[src/rtl/prog_loader.sv]
// prog_loader: receives a length-prefixed, little-endian program over a byte stream and
// writes it word by word to memory. Define LOADER_CHECKSUM_EN to require a trailing sum byte.
module prog_loader #(
  parameter logic [31:0] BASE_ADDR = 32'h0000_0000,
  parameter int          MAX_WORDS = 1024
) (
  input  logic        clk,
  input  logic        rst_n,
  input  logic [7:0]  rx_data,
  input  logic        rx_valid,
  output logic [3:0]  mem_we,
  output logic [31:0] mem_addr,
  output logic [31:0] mem_di,
  output logic        core_rst_n,
  output logic        busy,
  output logic        done,
  output logic        err
);
  localparam int KW = $clog2(MAX_WORDS + 1);

  localparam logic [2:0] S_HDR  = 3'd0;
  localparam logic [2:0] S_DATA = 3'd1;
  localparam logic [2:0] S_DONE = 3'd3;
  localparam logic [2:0] S_ERR  = 3'd4;
`ifdef LOADER_CHECKSUM_EN
  localparam logic [2:0] S_CSUM = 3'd2;
  localparam logic [2:0] S_END  = S_CSUM;
`else
  localparam logic [2:0] S_END  = S_DONE;
`endif

  logic [2:0]    state;
  logic [1:0]    byte_cnt;
  logic [23:0]   asm_q;     // lanes 0..2 of the header or the payload word in flight
  logic [KW-1:0] n_words;
  logic [KW-1:0] word_idx;
  logic [31:0]   full_word;
`ifdef LOADER_CHECKSUM_EN
  logic [7:0]    sum;
`endif

  // Lane 3 arrives on rx_data itself, so the complete word is available in the same cycle.
  assign full_word = {rx_data, asm_q};

`ifdef LOADER_CHECKSUM_EN
  assign busy = (state == S_HDR) || (state == S_DATA) || (state == S_CSUM);
`else
  assign busy = (state == S_HDR) || (state == S_DATA);
`endif
  assign done = (state == S_DONE);
  assign err  = (state == S_ERR);

  always_ff @(posedge clk or negedge rst_n) begin
    if (!rst_n) begin
      state      <= S_HDR;
      byte_cnt   <= 2'd0;
      asm_q      <= 24'd0;
      n_words    <= '0;
      word_idx   <= '0;
      mem_we     <= 4'h0;
      mem_addr   <= 32'd0;
      mem_di     <= 32'd0;
      core_rst_n <= 1'b0;
`ifdef LOADER_CHECKSUM_EN
      sum        <= 8'd0;
`endif
    end else begin
      mem_we     <= 4'h0;
      core_rst_n <= (state == S_DONE);

      if (rx_valid && ((state == S_HDR) || (state == S_DATA))) begin
        byte_cnt <= byte_cnt + 2'd1;
        case (byte_cnt)
          2'd0:    asm_q[7:0]   <= rx_data;
          2'd1:    asm_q[15:8]  <= rx_data;
          2'd2:    asm_q[23:16] <= rx_data;
          default: asm_q        <= 24'd0;
        endcase
      end

      if (rx_valid) begin
        case (state)
          S_HDR: begin
            if (byte_cnt == 2'd3) begin
              if (full_word == 32'd0) begin
                state <= S_END;
              end else if (full_word > 32'(MAX_WORDS)) begin
                state <= S_ERR;
              end else begin
                n_words  <= full_word[KW-1:0];
                word_idx <= '0;
                state    <= S_DATA;
              end
            end
          end
          S_DATA: begin
`ifdef LOADER_CHECKSUM_EN
            sum <= sum + rx_data;
`endif
            if (byte_cnt == 2'd3) begin
              mem_we   <= 4'hF;
              mem_addr <= BASE_ADDR + (32'(word_idx) << 2);
              mem_di   <= full_word;
              word_idx <= word_idx + 1'b1;
              if (word_idx == n_words - 1'b1) begin
                state <= S_END;
              end
            end
          end
`ifdef LOADER_CHECKSUM_EN
          S_CSUM: begin
            state <= (sum == rx_data) ? S_DONE : S_ERR;
          end
`endif
          default: begin
            // DONE and ERR hold until reset.
          end
        endcase
      end
    end
  end
endmodule

[config.mk]
export PLATFORM = sky130hd
export DESIGN_NAME = prog_loader
export DESIGN_NICKNAME = d
export VERILOG_FILES = /design/src/rtl/prog_loader.sv
export SDC_FILE = /design/constraint.sdc
export NUM_CORES = 1
export LEC_CHECK = 0
export BUFFER_PORTS_ARGS = -buffer_cell sky130_fd_sc_hd__buf_2
export CORE_MARGIN = 4
export CORE_UTILIZATION = 49
export CTS_BUF_LIST = sky130_fd_sc_hd__clkbuf_16
export DETAILED_ROUTE_END_ITERATION = 16
export HOLD_SLACK_MARGIN = 0.06
export PLACE_DENSITY = 0.84
export SYNTH_ARGS = -nofsm -noshare
export SYNTH_HDL_FRONTEND = slang
export SYNTH_SLANG_ARGS = --single-unit
[constraint.sdc]
create_clock -name clk -period 3.05 [get_ports clk]
set_input_delay 0 -clock clk [delete_from_list [all_inputs] [get_ports clk]]
set_output_delay 0 -clock clk [all_outputs]
set_load 0.005 [all_outputs]
==> results.sh, run 1 <==
export IMPL_pwr_density_cell_mw_per_mm2=815
export IMPL_rows=34
export IMPL_port_buffers=61
export IMPL_cts_buffers=9
export IMPL_gp_congestion=0.878
export IMPL_avgRoutedWirePerCell_um=17.4
export IMPL_clk_latency_ns=0.35
export IMPL_wl_met1_um=4180
export IMPL_synth_compound_area_share_pct=6.65
export IMPL_final_cell_mix="dfrtp_1 (96), buf_2 (60), nand2_1 (55)"
export IMPL_crit_fanout=11
export IMPL_cap_violations=0
export IMPL_min_path_type="primary input to async pin"
export IMPL_pre_cts_ws_ns=0.629
export IMPL_final_cells=582
export IMPL_synth_fa_ha_area_share_pct=1.64
export IMPL_core_mm2=0.00889
export IMPL_peakVddDrop_mv=0.452
export IMPL_period_share_pct=81.5
export IMPL_place_area_mm2=0.00488
export IMPL_antenna_cells=0
export IMPL_crit_type="flip-flop to flip-flop"
export IMPL_maxSlewHeadroom_pct=41.9
export IMPL_syn_inst=404
export IMPL_end_kind="flip-flop"
export IMPL_grtUsageTotal_pct=19.2
export IMPL_crit_required_ns=3.28
export IMPL_synth_top_family_by_area="simple AND/OR/NAND/NOR gates"
export IMPL_viasPerCell=5.70
export IMPL_htreeDepth=3
export IMPL_cts_root_buffer_cell="clkbuf_16"
export IMPL_async_flop_share_pct=100
export IMPL_yosysSeqAreaShare_pct=52.5
export IMPL_swShare_pct=33.5
export IMPL_setup_ws_ns=0.563
export IMPL_avgSynthCellArea_um2=11.3
export IMPL_dieArea_mm2=0.0109
export IMPL_synth_simple_gate_area_share_pct=15.4
export IMPL_ios=83
export IMPL_p_leak_uw=0.00270
export IMPL_p_comb_share_pct=29.2
export IMPL_cts_tree="done"
export IMPL_synthTopCellsByArea="dfrtp_1 (53%), mux2_2 (7.6%), nand2_1 (4.6%)"
export IMPL_clkTransAtPathRegs_ns=0.06
export IMPL_dr_pass1_iters=4
export IMPL_synth_edff_count=0
export IMPL_drtIter0Drc=171
export IMPL_grt_overflow_total=0
export IMPL_dp_hpwl_um=6990
export IMPL_holdBufCountCts=10
export IMPL_grt_setup_unrepaired="false"
export IMPL_fmaxAchievable_mhz=402
export IMPL_drc=0
export IMPL_post_cts_resized=0
export IMPL_fin_skew_ns=0.0114
export IMPL_top_layer_used="met4"
export IMPL_hold_viol=0
export IMPL_final_cell_area_mm2=0.00527
export IMPL_place_inst=556
export IMPL_grt_antenna_before_repair=0
export IMPL_fin_setup_tns_ns=0
export IMPL_vias=3316
export IMPL_die_w_um=105
export IMPL_synth_area_mux_share_pct=14.8
export IMPL_p_int_uw=2860
export IMPL_area_growth_pct=15.3
export IMPL_syn_area_mm2=0.00457
export IMPL_fill_cells=717
export IMPL_die_h_um=105
export IMPL_seq_power_share_pct=44.6
export IMPL_drt_total_wl_um=10100
export IMPL_yosysTopAreaCell="dfrtp_1"
export IMPL_crit_path_start_kind="flip-flop"
export IMPL_clockBufferDepth=2
export IMPL_slew_violations=0
export IMPL_met3_length_um=578
export IMPL_finalNetCount=486
export IMPL_synth_top_area_share_pct=52.5
export IMPL_initial_core_util_pct=51.4
export IMPL_synth_xor_area_share_pct=2.68
export IMPL_cts_sinks=96
export IMPL_synth_warnings=0
export IMPL_clkPwrFrac_pct=26.2
export IMPL_worstPathArrival_ns=2.72
export IMPL_grt_pass1_wl_um=17100
export IMPL_grt_start_max_net_pins=45
export IMPL_synth_distinct_cells=55
export IMPL_cts_setup_buffers=0
export IMPL_period_minus_slack_ns=2.49
export IMPL_mostFrequentLayoutCell="dfrtp_1"
export IMPL_ant_nets=0
export IMPL_p_switching_uw=1440
export IMPL_finalPower_uw=4300
export IMPL_drive_above_1_share_pct=27.0
export IMPL_finalSetupViolCount=0
export IMPL_status="finished clean"
export IMPL_synth_ff_type="dfrtp_1"
export IMPL_worst_slew_pin_slew_ns=0.865
export IMPL_synth_ff_latch_count=96
export IMPL_grt_pass1_vias=3506
export IMPL_met2_length_um=5150
==> synthesized netlist by cell type, drive strengths merged, types with 4 or more instances <==
cell,n
nand2,57
nor2,11
and3,9
clkbuf,15
mux2,55
nor4,7
xnor2,10
a211oi,4
o21ai,20
nand3,21
or4,4
dfrtp,96
xor2,4
ha,6
nor3,6
buf,26
inv,7
nand4,4
==> path summary, 6_finish.rpt <==
path	from	to	depth (start not counted)	slack, ns
hold reg to reg	mem_addr[8]	mem_addr[8]	2	0.49
setup / recovery	asm_q[7]	n_words[10]	6	0.56
setup reg to reg	asm_q[7]	n_words[10]	6	0.56
max in group asynchronous	rst_n	n_words[7]	3	2.08
min in group clk	rx_data[4]	asm_q[12]	4	0.48
hold / removal	rst_n	mem_addr[4]	2	0.19
==> per-layer routing <==
layer,up-vias,track usage (%)
li1,1518,-
met3,22,4.56
met2,121,33.8
met1,1655,23.0
met4,0,7.22
met5,-,0
==> power by group through the flow <==
stage | logic [uW] | registers [uW] | clock network [uW]
6_report | 1260 | 1920 | 1130
5_1_grt | 1390 | 1970 | 1200
4_1_cts | 1270 | 1920 | 1150
3_5_place_dp | 1240 | 1930 | 0
3_3_place_gp | 1190 | 1910 | 0
2_1_floorplan | 822 | 1880 | 0
==> final cells by class <==
| type | count | area [um2] | share of cell area, % |
|---|---|---|---|
| clock buffers | 9 | 225 | 4.27 |
| repair buffers | 75 | 450 | 8.54 |
| flip-flops and latches | 96 | 2400 | 45.6 |
| multi-input cells | 280 | 1960 | 37.2 |
| clock inverters | 7 | 71.3 | 1.35 |
| inverters | 7 | 26.3 | 0.498 |
| well taps | 108 | 135 | 2.56 |
==> state kept, by name (all words and copies together), names as in the netlist <==
register / count
asm_q: 24
state: 3
mem_we: 1
mem_addr: 11
core_rst_n: 1
mem_di: 32
byte_cnt: 2
word_idx: 11
n_words: 11
==> worst max-delay path, stage by stage, from the launching register on <==
cell	delay, ns
dfrtp_1	0.41
or4_1	0.57
o31a_1	0.33
nor2_2	0.16
and2_1	0.35
nand2_4	0.20
mux2_1	0.35
==> logic make-up (layout without fill, tap and decap cells) <==
| kind of cell | count (synthesis) | in the layout |
|---|---|---|
| flip-flops | 96 | 96 |
| other | 1 | 21 |
| AND/OR/NAND/NOR | 136 | 136 |
| buffers and inverters | 48 | 98 |
| multiplexers | 57 | 57 |
| adder cells (fa/ha/maj) | 6 | 6 |
| XOR/XNOR | 14 | 14 |
| AO/OA/AOI/OAI | 46 | 46 |
==> stage by stage <==
stage,utilization [%],hold slack [ns]
6_report,59.3,0.187
5_1_grt,59.3,0.248
4_1_cts,59.3,0.202
3_5_place_dp,54.9,0.0280
3_3_place_gp,54.9,0.0194
2_1_floorplan,-,-0.296
(Power assumes the default switching activity.)
==> run 2: changes to the inputs <==
--- a/config.mk
+++ b/config.mk
@@ -5,13 +5,14 @@
 export SDC_FILE = /design/constraint.sdc
 export NUM_CORES = 1
 export LEC_CHECK = 0
+export ABC_AREA = 1
 export BUFFER_PORTS_ARGS = -buffer_cell sky130_fd_sc_hd__buf_2
 export CORE_MARGIN = 4
 export CORE_UTILIZATION = 49
 export CTS_BUF_LIST = sky130_fd_sc_hd__clkbuf_16
 export DETAILED_ROUTE_END_ITERATION = 16
 export HOLD_SLACK_MARGIN = 0.06
-export PLACE_DENSITY = 0.84
+export PLACE_DENSITY = 0.83
 export SYNTH_ARGS = -nofsm -noshare
 export SYNTH_HDL_FRONTEND = slang
 export SYNTH_SLANG_ARGS = --single-unit
==> constraint.sdc (replaced) <==
create_clock -name clk -period 2.4 [get_ports clk]
set_input_delay 0 -clock clk [delete_from_list [all_inputs] [get_ports clk]]
set_output_delay 0 -clock clk [all_outputs]
set_load 0.005 [all_outputs]
==> run 2 against run 1 <==
Compared with the run above:
- die area up 3.7%
- via count is 11% higher
- routed wire length is 0.89% higher
- clock-buffer cell count unchanged
- cell count increased by 26%
- total power shrank 25%
- global-route usage is 0.19 points lower
- fmax up 33%
- setup slack got worse by 0.032 ns
- utilization is 0.59 points lower
- largest cell class unchanged
- critical path depth up 3
- combinational power decreased by 94%
==> results.sh, run 2 <==
export IMPL_status="finished clean"
export IMPL_drive_above_1_share_pct=23.9
export IMPL_clk_latency_ns=0.34
export IMPL_grt_start_max_net_pins=53
export IMPL_fin_setup_tns_ns=0
export IMPL_cts_setup_buffers=0
export IMPL_rr_endpoint="word_idx[10]"
export IMPL_rows=35
export IMPL_drt_total_wl_um=10200
export IMPL_cts_tree="done"
export IMPL_area_growth_pct=15.2
export IMPL_peakVddDrop_mv=0.415
export IMPL_dr_pass1_iters=4
export IMPL_worstPathArrival_ns=2.14
export IMPL_viasPerCell=5.02
export IMPL_synth_ff_type="dfrtp_1"
export IMPL_syn_area_mm2=0.00475
export IMPL_period_share_pct=77.9
export IMPL_fin_skew_ns=0.00478
export IMPL_worstPathCellList="nor2_4, inv_2, nor2_2, inv_2, nor2_8, inv_2, nand2_4, nand2_1, o21ai_2"
export IMPL_synth_most_common_cell="nand2_1"
export IMPL_synthTopCellsByArea="dfrtp_1 (51%), nand2_1 (8.5%), nand3_1 (4.3%)"
export IMPL_cts_root_buffer_cell="clkbuf_16"
export IMPL_async_flop_share_pct=100
export IMPL_avgSynthCellArea_um2=8.89
export IMPL_avgRoutedWirePerCell_um=14.0
export IMPL_port_buffers=61
export IMPL_cap_violations=0
export IMPL_grt_setup_unrepaired="false"
export IMPL_core_mm2=0.00933
export IMPL_die_w_um=107
export IMPL_worst_slew_pin_slew_ns=0.701
export IMPL_final_cell_mix="nand2_1 (108), dfrtp_1 (96), buf_2 (60)"
export IMPL_syn_inst=535
export IMPL_vias=3668
export IMPL_post_cts_resized=0
export IMPL_synth_distinct_cells=35
export IMPL_largest_register="mem_di"
export IMPL_hold_end="mem_we[2]"
export IMPL_grtUsageTotal_pct=19.0
export IMPL_slowest_stage="dfrtp_1"
export IMPL_clockBufferDepth=2
export IMPL_max_stage_delay_ns=0.43
export IMPL_yosysTopAreaCell="dfrtp_1"
export IMPL_dieArea_mm2=0.0113
export IMPL_end_kind="flip-flop"
export IMPL_worstSetupStartpoint="state[2]"
export IMPL_r2r_slack_ns=0.53
export IMPL_gp_congestion=0.882
export IMPL_initial_core_util_pct=51.0
export IMPL_htreeDepth=3
export IMPL_holdBufCountCts=9
export IMPL_dp_hpwl_um=7200
export IMPL_min_path_type="primary input to flip-flop"
export IMPL_cts_buffers=9
export IMPL_cts_sinks=96
export IMPL_ios=83
export IMPL_r2r_start="state[2]"
export IMPL_synth_ff_latch_count=96
export IMPL_maxSlewHeadroom_pct=53.0
export IMPL_crit_fanout=19
export IMPL_hold_start="rx_valid"
export IMPL_finalNetCount=614
export IMPL_p_leak_uw=0.00288
export IMPL_antenna_cells=0
export IMPL_largest_reg_flops=32
export IMPL_grt_overflow_total=0
export IMPL_period_minus_slack_ns=1.87
export IMPL_reg_top3="mem_di (32), asm_q (24)"
export IMPL_drc=0
export IMPL_grt_pass1_wl_um=17400
export IMPL_synth_warnings=0
export IMPL_yosysSeqAreaShare_pct=50.5
export IMPL_fmaxAchievable_mhz=535
export IMPL_clkTransAtPathRegs_ns=0.07
export IMPL_crit_path_start_kind="flip-flop"
export IMPL_hold_viol=0
export IMPL_ant_nets=0
export IMPL_crit_top_cell="inv_2"
export IMPL_pwr_density_cell_mw_per_mm2=591
export IMPL_synth_top_area_share_pct=50.5
export IMPL_grt_pass1_vias=3747
export IMPL_mostFrequentLayoutCell="nand2_1"
export IMPL_synth_edff_count=0
export IMPL_die_h_um=107
export IMPL_slew_violations=0
export IMPL_finalSetupViolCount=0
export IMPL_crit_required_ns=2.67
export IMPL_synthTopCellsByCount="nand2_1 (108), dfrtp_1 (96), inv_1 (44)"
export IMPL_hold_depth=3
export IMPL_rr_worst_depth=9
export IMPL_finalPower_uw=3240
export IMPL_crit_type="flip-flop to flip-flop"
export IMPL_drtIter0Drc=169
export IMPL_grt_antenna_before_repair=0
[run 2: changes by cell type in the layout (fill, tap and decap cells not counted), moves of 20 or more]
cell     delta
nand2_1    +53
inv_1      +38
o21ai_0    +32
mux2_2     -31
nor2_1     +22
o21ai_2    +21
nand3_1    +20
[run 2: per-layer routing]
metal  part of all wire [%]  vias to the layer above  GRT usage, %  wire length, um
met2                     51                      124          33.2             5180
met3                    6.7                       13          4.68              681
met1                     41                     1734          22.7             4200
met4                    1.4                        0          7.21              143
met5                      0                        -             0                0
li1                       -                     1797             -                -
[run 2: area by class of cell]
cell class / instances / area, um2
Clock buffer: 9 / 225
Clock inverter: 7 / 93.8
Fill cell: 802 / 3850
Inverter: 55 / 206
Multi-Input combinational cell: 360 / 1930
Sequential cell: 96 / 2400
Tap cell: 129 / 161
Timing Repair Buffer: 75 / 460
[run 2: report_power, final]
part	switching, uW	leakage (uW)	internal [uW]
sequential	0	0.00114	1620
clock	626	0.000158	915
combinational	59.8	0.00158	20.5
[run 2: metrics by stage]
| stage | std cells | util (%) | hold slack, ns | instance area, um2 | setup slack, ns |
|---|---|---|---|---|---|
| 2_1_floorplan | 555 | - | -0.296 | 4830 | 0.815 |
| 3_3_place_gp | 706 | 54.3 | 0.0642 | 5070 | 0.627 |
| 3_5_place_dp | 706 | 54.3 | 0.0813 | 5070 | 0.568 |
| 4_1_cts | 731 | 58.7 | 0.127 | 5480 | 0.536 |
| 5_1_grt | 731 | 58.7 | 0.133 | 5480 | 0.331 |
| 6_report | 731 | 58.7 | 0.135 | 5480 | 0.531 |
[run 2: cell families (layout without fill, tap and decap cells)]
group                      after synthesis  after routing  share of synthesized area (%)
AOI/OAI and AO/OA                       90             90                           11.6
xor gates and xnor gates                19             19                           3.50
adders and majority gates                6              6                           1.58
buffers and inverters                   99            146                           10.5
DFF                                     96             96                           50.5
other                                    1             21                         0.0789
and+or+nand+nor                        224            224                           22.2
[run 2: how the worst max path moves through the flow]
stage                         endpoint  cells past startpoint
final                     word_idx[10]                      9
after global routing         asm_q[13]                      5
after CTS                  word_idx[6]                      9
after detailed placement   word_idx[6]                      9
after global placement     word_idx[3]                      9
after floorplan              asm_q[21]                      7
[run 2: critical path, delay by kind of cell (launching register included)]
family,cells,cell delay [ns]
buffers and inverters,3,0.40
DFF,1,0.43
AOI/OAI and AO/OA,1,0.07
and+or+nand+nor,5,0.90
